==> src/rtl/vga_pkg.sv <==
// rtl/vga_pkg.sv - default 640x480@60 timing constants and FSM state encoding
//
// Purpose: shared constants for the raster timing generator.
//   DEF_*       : VESA 640x480@60 timing fields, pixel divider and counter width
//   vga_state_e : scan FSM encoding (IDLE = 0, ACTIVE = 1)

package vga_pkg;

  localparam int DEF_HD      = 640;
  localparam int DEF_HFP     = 16;
  localparam int DEF_HSW     = 96;
  localparam int DEF_HBP     = 48;
  localparam int DEF_VD      = 480;
  localparam int DEF_VFP     = 10;
  localparam int DEF_VSW     = 2;
  localparam int DEF_VBP     = 33;
  localparam int DEF_HS_POL  = 0;
  localparam int DEF_VS_POL  = 0;
  localparam int DEF_CLK_DIV = 2;
  localparam int DEF_CW      = 11;

  typedef enum logic {
    ST_IDLE   = 1'b0,
    ST_ACTIVE = 1'b1
  } vga_state_e;

endpackage

==> src/rtl/pix_tick_div.sv <==
// rtl/pix_tick_div.sv - pixel clock-enable divider on the single clock domain
//
// Purpose: produces a one-clk pixel enable every CLK_DIV clks.
// Ports:
//   clk      : clock, rising edge
//   rst      : synchronous active-high reset
//   pix_tick : registered pixel enable, first high CLK_DIV clks after reset release

module pix_tick_div #(
  parameter int CLK_DIV = 2
) (
  input  logic clk,
  input  logic rst,
  output logic pix_tick
);

  localparam int            DW       = (CLK_DIV > 1) ? $clog2(CLK_DIV) : 1;
  localparam logic [DW-1:0] DIV_LAST = DW'(CLK_DIV - 1);

  logic [DW-1:0] r_div_cnt;
  logic          r_pix_tick;

  // The enable is registered from the terminal count, so it lands one clk
  // after div_cnt reaches its last value; with CLK_DIV = 1 this keeps the
  // enable low while reset is held and high on every clk afterwards.
  always_ff @(posedge clk) begin
    if (rst) begin
      r_div_cnt  <= '0;
      r_pix_tick <= 1'b0;
    end else begin
      r_pix_tick <= (r_div_cnt == DIV_LAST);
      r_div_cnt  <= (r_div_cnt == DIV_LAST) ? '0 : r_div_cnt + DW'(1);
    end
  end

  assign pix_tick = r_pix_tick;

endmodule

==> src/rtl/vga_timing_gen.sv <==
// rtl/vga_timing_gen.sv - parametrised VGA raster timing generator with run/stop
//
// Purpose: generates x/y counters, video_on, syncs and line/frame strobes on a
// pixel clock-enable. Scanning stops only at a frame boundary.
// Ports:
//   clk_50MHz   : sole clock, rising edge
//   rst         : synchronous active-high reset
//   run         : request scanning (sampled on tick edges)
//   pix_tick    : pixel enable, one clk wide
//   x, y        : horizontal / vertical position
//   video_on    : inside the active area
//   hsync/vsync : syncs at HS_POL / VS_POL active level
//   line_start  : one-clk strobe when x = 0 is presented while scanning
//   frame_start : one-clk strobe when (0,0) is presented while scanning
//   busy        : FSM in ACTIVE
//   frame_cnt   : frame counter, present only with VGA_TIMING_FRAME_CNT_EN

module vga_timing_gen
  import vga_pkg::*;
#(
  parameter int HD      = DEF_HD,
  parameter int HFP     = DEF_HFP,
  parameter int HSW     = DEF_HSW,
  parameter int HBP     = DEF_HBP,
  parameter int VD      = DEF_VD,
  parameter int VFP     = DEF_VFP,
  parameter int VSW     = DEF_VSW,
  parameter int VBP     = DEF_VBP,
  parameter int HS_POL  = DEF_HS_POL,
  parameter int VS_POL  = DEF_VS_POL,
  parameter int CLK_DIV = DEF_CLK_DIV,
  parameter int CW      = DEF_CW
) (
  input  logic          clk_50MHz,
  input  logic          rst,
  input  logic          run,
  output logic          pix_tick,
  output logic [CW-1:0] x,
  output logic [CW-1:0] y,
  output logic          video_on,
  output logic          hsync,
  output logic          vsync,
  output logic          line_start,
  output logic          frame_start,
  output logic          busy
`ifdef VGA_TIMING_FRAME_CNT_EN
  ,
  output logic [15:0]   frame_cnt
`endif
);

  localparam logic [CW-1:0] HMAX     = CW'(HD + HFP + HSW + HBP - 1);
  localparam logic [CW-1:0] VMAX     = CW'(VD + VFP + VSW + VBP - 1);
  localparam logic [CW-1:0] H_ACT    = CW'(HD);
  localparam logic [CW-1:0] V_ACT    = CW'(VD);
  localparam logic [CW-1:0] HS_START = CW'(HD + HFP);
  localparam logic [CW-1:0] HS_END   = CW'(HD + HFP + HSW - 1);
  localparam logic [CW-1:0] VS_START = CW'(VD + VFP);
  localparam logic [CW-1:0] VS_END   = CW'(VD + VFP + VSW - 1);
  localparam logic          HS_ON    = (HS_POL != 0);
  localparam logic          VS_ON    = (VS_POL != 0);

  logic          w_pix_tick;
  vga_state_e    r_state;
  vga_state_e    w_state_nxt;
  logic          w_frame_end;
  logic          w_act_nxt;

  logic [CW-1:0] r_x;
  logic [CW-1:0] r_y;
  logic          r_video_on;
  logic          r_hsync;
  logic          r_vsync;
  logic          r_line_start;
  logic          r_frame_start;

  logic [CW-1:0] w_x_nxt;
  logic [CW-1:0] w_y_nxt;
  logic          w_video_on_nxt;
  logic          w_hsync_nxt;
  logic          w_vsync_nxt;
  logic          w_line_start_nxt;
  logic          w_frame_start_nxt;

  pix_tick_div #(
    .CLK_DIV (CLK_DIV)
  ) u_pix_tick_div (
    .clk      (clk_50MHz),
    .rst      (rst),
    .pix_tick (w_pix_tick)
  );

  assign w_frame_end = (r_x == HMAX) && (r_y == VMAX);

  // State register: the FSM only moves on tick edges.
  always_ff @(posedge clk_50MHz) begin
    if (rst) begin
      r_state <= ST_IDLE;
    end else if (w_pix_tick) begin
      r_state <= w_state_nxt;
    end
  end

  // Next state: run is only looked at in IDLE and on the last pixel of a frame.
  always_comb begin
    w_state_nxt = r_state;
    case (r_state)
      ST_IDLE:   if (run) w_state_nxt = ST_ACTIVE;
      ST_ACTIVE: if (w_frame_end && !run) w_state_nxt = ST_IDLE;
      default:   w_state_nxt = ST_IDLE;
    endcase
  end

  // Output decode from the counter values that will be presented after this
  // tick, so video_on/syncs/strobes always line up with the registered x/y.
  // Entry from IDLE keeps x = y = 0 for the first active pixel.
  always_comb begin
    w_x_nxt = '0;
    w_y_nxt = '0;
    if (r_state == ST_ACTIVE) begin
      if (r_x == HMAX) begin
        w_y_nxt = (r_y == VMAX) ? '0 : r_y + CW'(1);
      end else begin
        w_x_nxt = r_x + CW'(1);
        w_y_nxt = r_y;
      end
    end
    w_act_nxt         = (w_state_nxt == ST_ACTIVE);
    w_video_on_nxt    = w_act_nxt && (w_x_nxt < H_ACT) && (w_y_nxt < V_ACT);
    w_hsync_nxt       = (w_act_nxt && (w_x_nxt >= HS_START) && (w_x_nxt <= HS_END)) ? HS_ON : ~HS_ON;
    w_vsync_nxt       = (w_act_nxt && (w_y_nxt >= VS_START) && (w_y_nxt <= VS_END)) ? VS_ON : ~VS_ON;
    w_line_start_nxt  = w_act_nxt && (w_x_nxt == '0);
    w_frame_start_nxt = w_line_start_nxt && (w_y_nxt == '0);
  end

  // Position/decode registers load on tick edges; strobes clear on every
  // other clk so they stay one clk wide for any CLK_DIV.
  always_ff @(posedge clk_50MHz) begin
    if (rst) begin
      r_x           <= '0;
      r_y           <= '0;
      r_video_on    <= 1'b0;
      r_hsync       <= ~HS_ON;
      r_vsync       <= ~VS_ON;
      r_line_start  <= 1'b0;
      r_frame_start <= 1'b0;
    end else if (w_pix_tick) begin
      r_x           <= w_x_nxt;
      r_y           <= w_y_nxt;
      r_video_on    <= w_video_on_nxt;
      r_hsync       <= w_hsync_nxt;
      r_vsync       <= w_vsync_nxt;
      r_line_start  <= w_line_start_nxt;
      r_frame_start <= w_frame_start_nxt;
    end else begin
      r_line_start  <= 1'b0;
      r_frame_start <= 1'b0;
    end
  end

`ifdef VGA_TIMING_FRAME_CNT_EN
  logic [15:0] r_frame_cnt;

  always_ff @(posedge clk_50MHz) begin
    if (rst) begin
      r_frame_cnt <= '0;
    end else if (w_pix_tick && w_frame_start_nxt) begin
      r_frame_cnt <= r_frame_cnt + 16'd1;
    end
  end

  assign frame_cnt = r_frame_cnt;
`endif

  assign pix_tick    = w_pix_tick;
  assign x           = r_x;
  assign y           = r_y;
  assign video_on    = r_video_on;
  assign hsync       = r_hsync;
  assign vsync       = r_vsync;
  assign line_start  = r_line_start;
  assign frame_start = r_frame_start;
  assign busy        = (r_state == ST_ACTIVE);

endmodule
==> config.mk <==
export PLATFORM = sky130hd
export DESIGN_NAME = vga_timing_gen
export DESIGN_NICKNAME = d
export VERILOG_FILES = /design/src/rtl/vga_pkg.sv /design/src/rtl/pix_tick_div.sv /design/src/rtl/vga_timing_gen.sv
export SDC_FILE = /design/constraint.sdc
export NUM_CORES = 1
export LEC_CHECK = 0
export ABC_CLOCK_PERIOD_IN_PS = 2800
export CELL_PAD_IN_SITES_DETAIL_PLACEMENT = 1
export CELL_PAD_IN_SITES_GLOBAL_PLACEMENT = 1
export CORE_AREA = 2 2 77 79
export DETAILED_ROUTE_END_ITERATION = 10
export DIE_AREA = 0 0 79 81
export GPL_ROUTABILITY_DRIVEN = 0
export PLACE_DENSITY = 0.77
export SLEW_MARGIN = 20
export SYNTH_ARGS = -nofsm -noshare
export SYNTH_HDL_FRONTEND = slang
export SYNTH_SLANG_ARGS = --single-unit
==> constraint.sdc <==
create_clock -name clk_50MHz -period 2.8 [get_ports clk_50MHz]
set_clock_uncertainty 0.2 [all_clocks]
set_input_delay 0.42 -clock clk_50MHz [delete_from_list [all_inputs] [get_ports clk_50MHz]]
set_output_delay 0.42 -clock clk_50MHz [all_outputs]
set_load 0.1 [all_outputs]
==> results of run 1 <==
==> flip-flops by register name (all words and copies together) (netlist names) <==
signal                    cells
x                            11
y                            11
busy                          1
frame_start                   1
hsync                         1
line_start                    1
u_pix_tick_div.pix_tick       1
u_pix_tick_div.r_div_cnt      1
video_on                      1
vsync                         1
==> where the power goes <==
part	total, W	switching (W)	internal [W]	leakage [nW]
combinational	0.0000712	0.0000542	0.0000170	0.571
sequential	0.000435	0.00000467	0.000431	0.247
clock	0.000342	0.000171	0.000171	0.0383
==> kinds of logic after synthesis <==
group / share of synthesized area (%)
buffers and inverters: 6.55
DFF: 28.6
muxes: 2.02
adders and majority gates: 1.79
AOI/OAI and AO/OA: 24.3
and+or+nand+nor: 32.6
xor gates and xnor gates: 4.17
==> worst register-to-register path: cells and delay by family, from the launching register on <==
family / cells / cell delay [ns]
DFF: 1 / 0.41
adders and majority gates: 1 / 0.31
and+or+nand+nor: 4 / 1.27
xor gates and xnor gates: 1 / 0.21
AOI/OAI and AO/OA: 1 / 0.18
==> per-layer routing <==
metal / vias to the layer above / GRT usage (%) / share of wire, %
met4: 0 / 5.86 / 1.4
li1: 1121 / - / -
met5: - / 0 / 0
met1: 1106 / 33.0 / 50
met2: 40 / 34.5 / 45
met3: 8 / 4.00 / 4.2
==> final timing paths <==
| path | from | end | slack [ns] | cells past startpoint |
|---|---|---|---|---|
| max | y[0] | frame_start | 0.17 | 7 |
| min reg2reg | u_pix_tick_div.r_div_cnt | u_pix_tick_div.r_div_cnt | 0.20 | 1 |
| min | u_pix_tick_div.r_div_cnt | u_pix_tick_div.r_div_cnt | 0.20 | 1 |
| max reg2reg | y[0] | frame_start | 0.17 | 7 |
==> cells in the mapped netlist (all sizes together) (4+ instances only) <==
library cell / count / area share (%)
a21oi: 23 / 5.5
a31oi: 5 / 1.5
and4: 4 / 1.7
buf: 8 / 2.3
clkbuf: 18 / 3.2
dfxtp: 30 / 29
inv: 5 / 0.89
nand2: 26 / 4.8
nand3: 8 / 1.9
nand4: 8 / 2.4
nor2: 34 / 6.1
nor3: 20 / 4.8
nor3b: 5 / 1.8
nor4: 10 / 3.0
o21ai: 17 / 4.2
o31ai: 4 / 1.7
xnor2: 6 / 2.5
xor2: 4 / 1.7
==> final cells by class <==
type / count / area, um2
Sequential cell: 30 / 612
Multi-Input combinational cell: 225 / 1380
Tap cell: 75 / 93.8
Timing Repair Buffer: 48 / 365
Inverter: 6 / 22.5
Clock buffer: 7 / 76.3
Fill cell: 739 / 3130
==> through the flow <==
stage	util [%]	instance area (um2)	hold WS (ns)
after detailed placement	43.3	2460	0.197
after floorplan	-	2110	0.185
final	44.9	2550	0.204
after global placement	43.3	2460	0.191
after global routing	44.9	2550	0.240
after CTS	44.8	2540	0.207
==> repair_timing <==
| item | in CTS | in global routing |
|---|---|---|
| resized for setup | 1 | 2 |
| buffers inserted | 0 | 0 |
| setup endpoints to repair | 1 | 11 |
| gates cloned | 0 | 0 |
==> metrics.txt, run 1 <==
outcome=complete, no violations; Inst Count DP=384; syn_area_per_cell=7.32 um2; ratio of cells with drive above 1 in the final layout=23.7%; drt drc=0; final-report hold violation count=0; drt via density=5.82; CP max stage cell=nor4_2; largest net degree at the start of global routing=29; synth warn=0; row count=28; synthesized area=0.00210 mm2; Worst EP required=2.84 ns; Static Leak=0.856 nW; DPL Wire Length=4990 um; Starting Density=37.0%; critical path arrival=about 2.7 ns; I/O Buffers=31; Power Total=~0.00085 W; fin cells=391; Hold Crit Class=flip-flop to flip-flop; Final Max Slew Viols=0; final worst-path cycle share=94.0%; CP Capture Type=flip-flop; PwrDens=333 mW/mm2; nets@finish=~320; gr usage total=22.7%; Longest Clk Path Bufs=2; crit path kind=flip-flop to flip-flop; max incr delay on CP=between 0.4 and 0.5 ns; Pre-antenna DRT Iters=4; max frequency=380 MHz; clk sinks=30; fraction of registers with async set/reset=0%; DIE AREA=between 0.006 and 0.007 mm2; CTS tree=done; setup TNS=0 ns; first-pass GRT wire length=around 11000 um; final wirelength=7080 um; Syn Inst Count=287; Max-cap violations=0; Yosys cell types=59; P&R area growth vs syn=21.3%; CP cell instances=ha_1, nand4_1, nor4_2, nand2_1, xor2_1, nor4b_1, o211a_1; post-DR wirelength/cell=18.1 um; TritonCTS buffer count=5; RSZ-0062 raised after global routing=no; hold buffer count at CTS=0; CTS root buffer=clkbuf_8; worst setup margin=approximately 0.17 ns; synthesized net count=293; Place WS=0.0137 ns; diode count=0; Detailed Route Iter0 Violations=184; clock latency on the worst-skew pair=~0.29 ns; I/O pin count=32; crit path max fanout=7; antenna-violating nets left=0; Die Span Y=roughly 80 um; grt ovf=0; Slew @ Worst Pin=0.550 ns; Die X=roughly 79 um; Worst Setup Start Kind=flip-flop; vias=2275; Main synth FF type=dfxtp_1; Max VDD drop=0.192 mV; CTS clk-pin slew, worst paths=0.06 ns; slew margin rel.=63.3%; # H-tree levels=2; Seq/Total Area, Yosys=28.6%; Crit path buffers/inverters=0; commonest non-fill, non-tap cells in the layout=buf_4 (46), nor2_1 (34), nand2_1 (25); vias in the first global route=2149; EDFF count, synth=0; Yosys reg bits=30; commonest non-fill, non-tap cell in the layout=buf_4; core area=0.00568 mm2; Crit path max-delay family=simple AND/OR/NAND/NOR gates; post-route minimum period=roughly 2.6 ns; initial antenna violation count=0; final setup violation count=0
No activity file was read; power rests on OpenSTA's default activity.
==> run 2, diff against run 1 <==
--- a/config.mk
+++ b/config.mk
@@ -9,6 +9,7 @@
 export CELL_PAD_IN_SITES_DETAIL_PLACEMENT = 1
 export CELL_PAD_IN_SITES_GLOBAL_PLACEMENT = 1
 export CORE_AREA = 2 2 77 79
+export CTS_CLUSTER_SIZE = 20
 export DETAILED_ROUTE_END_ITERATION = 10
 export DIE_AREA = 0 0 79 81
 export GPL_ROUTABILITY_DRIVEN = 0
==> results of run 2 <==
The final DEF is identical to that of run 1; final timing and power are the same.
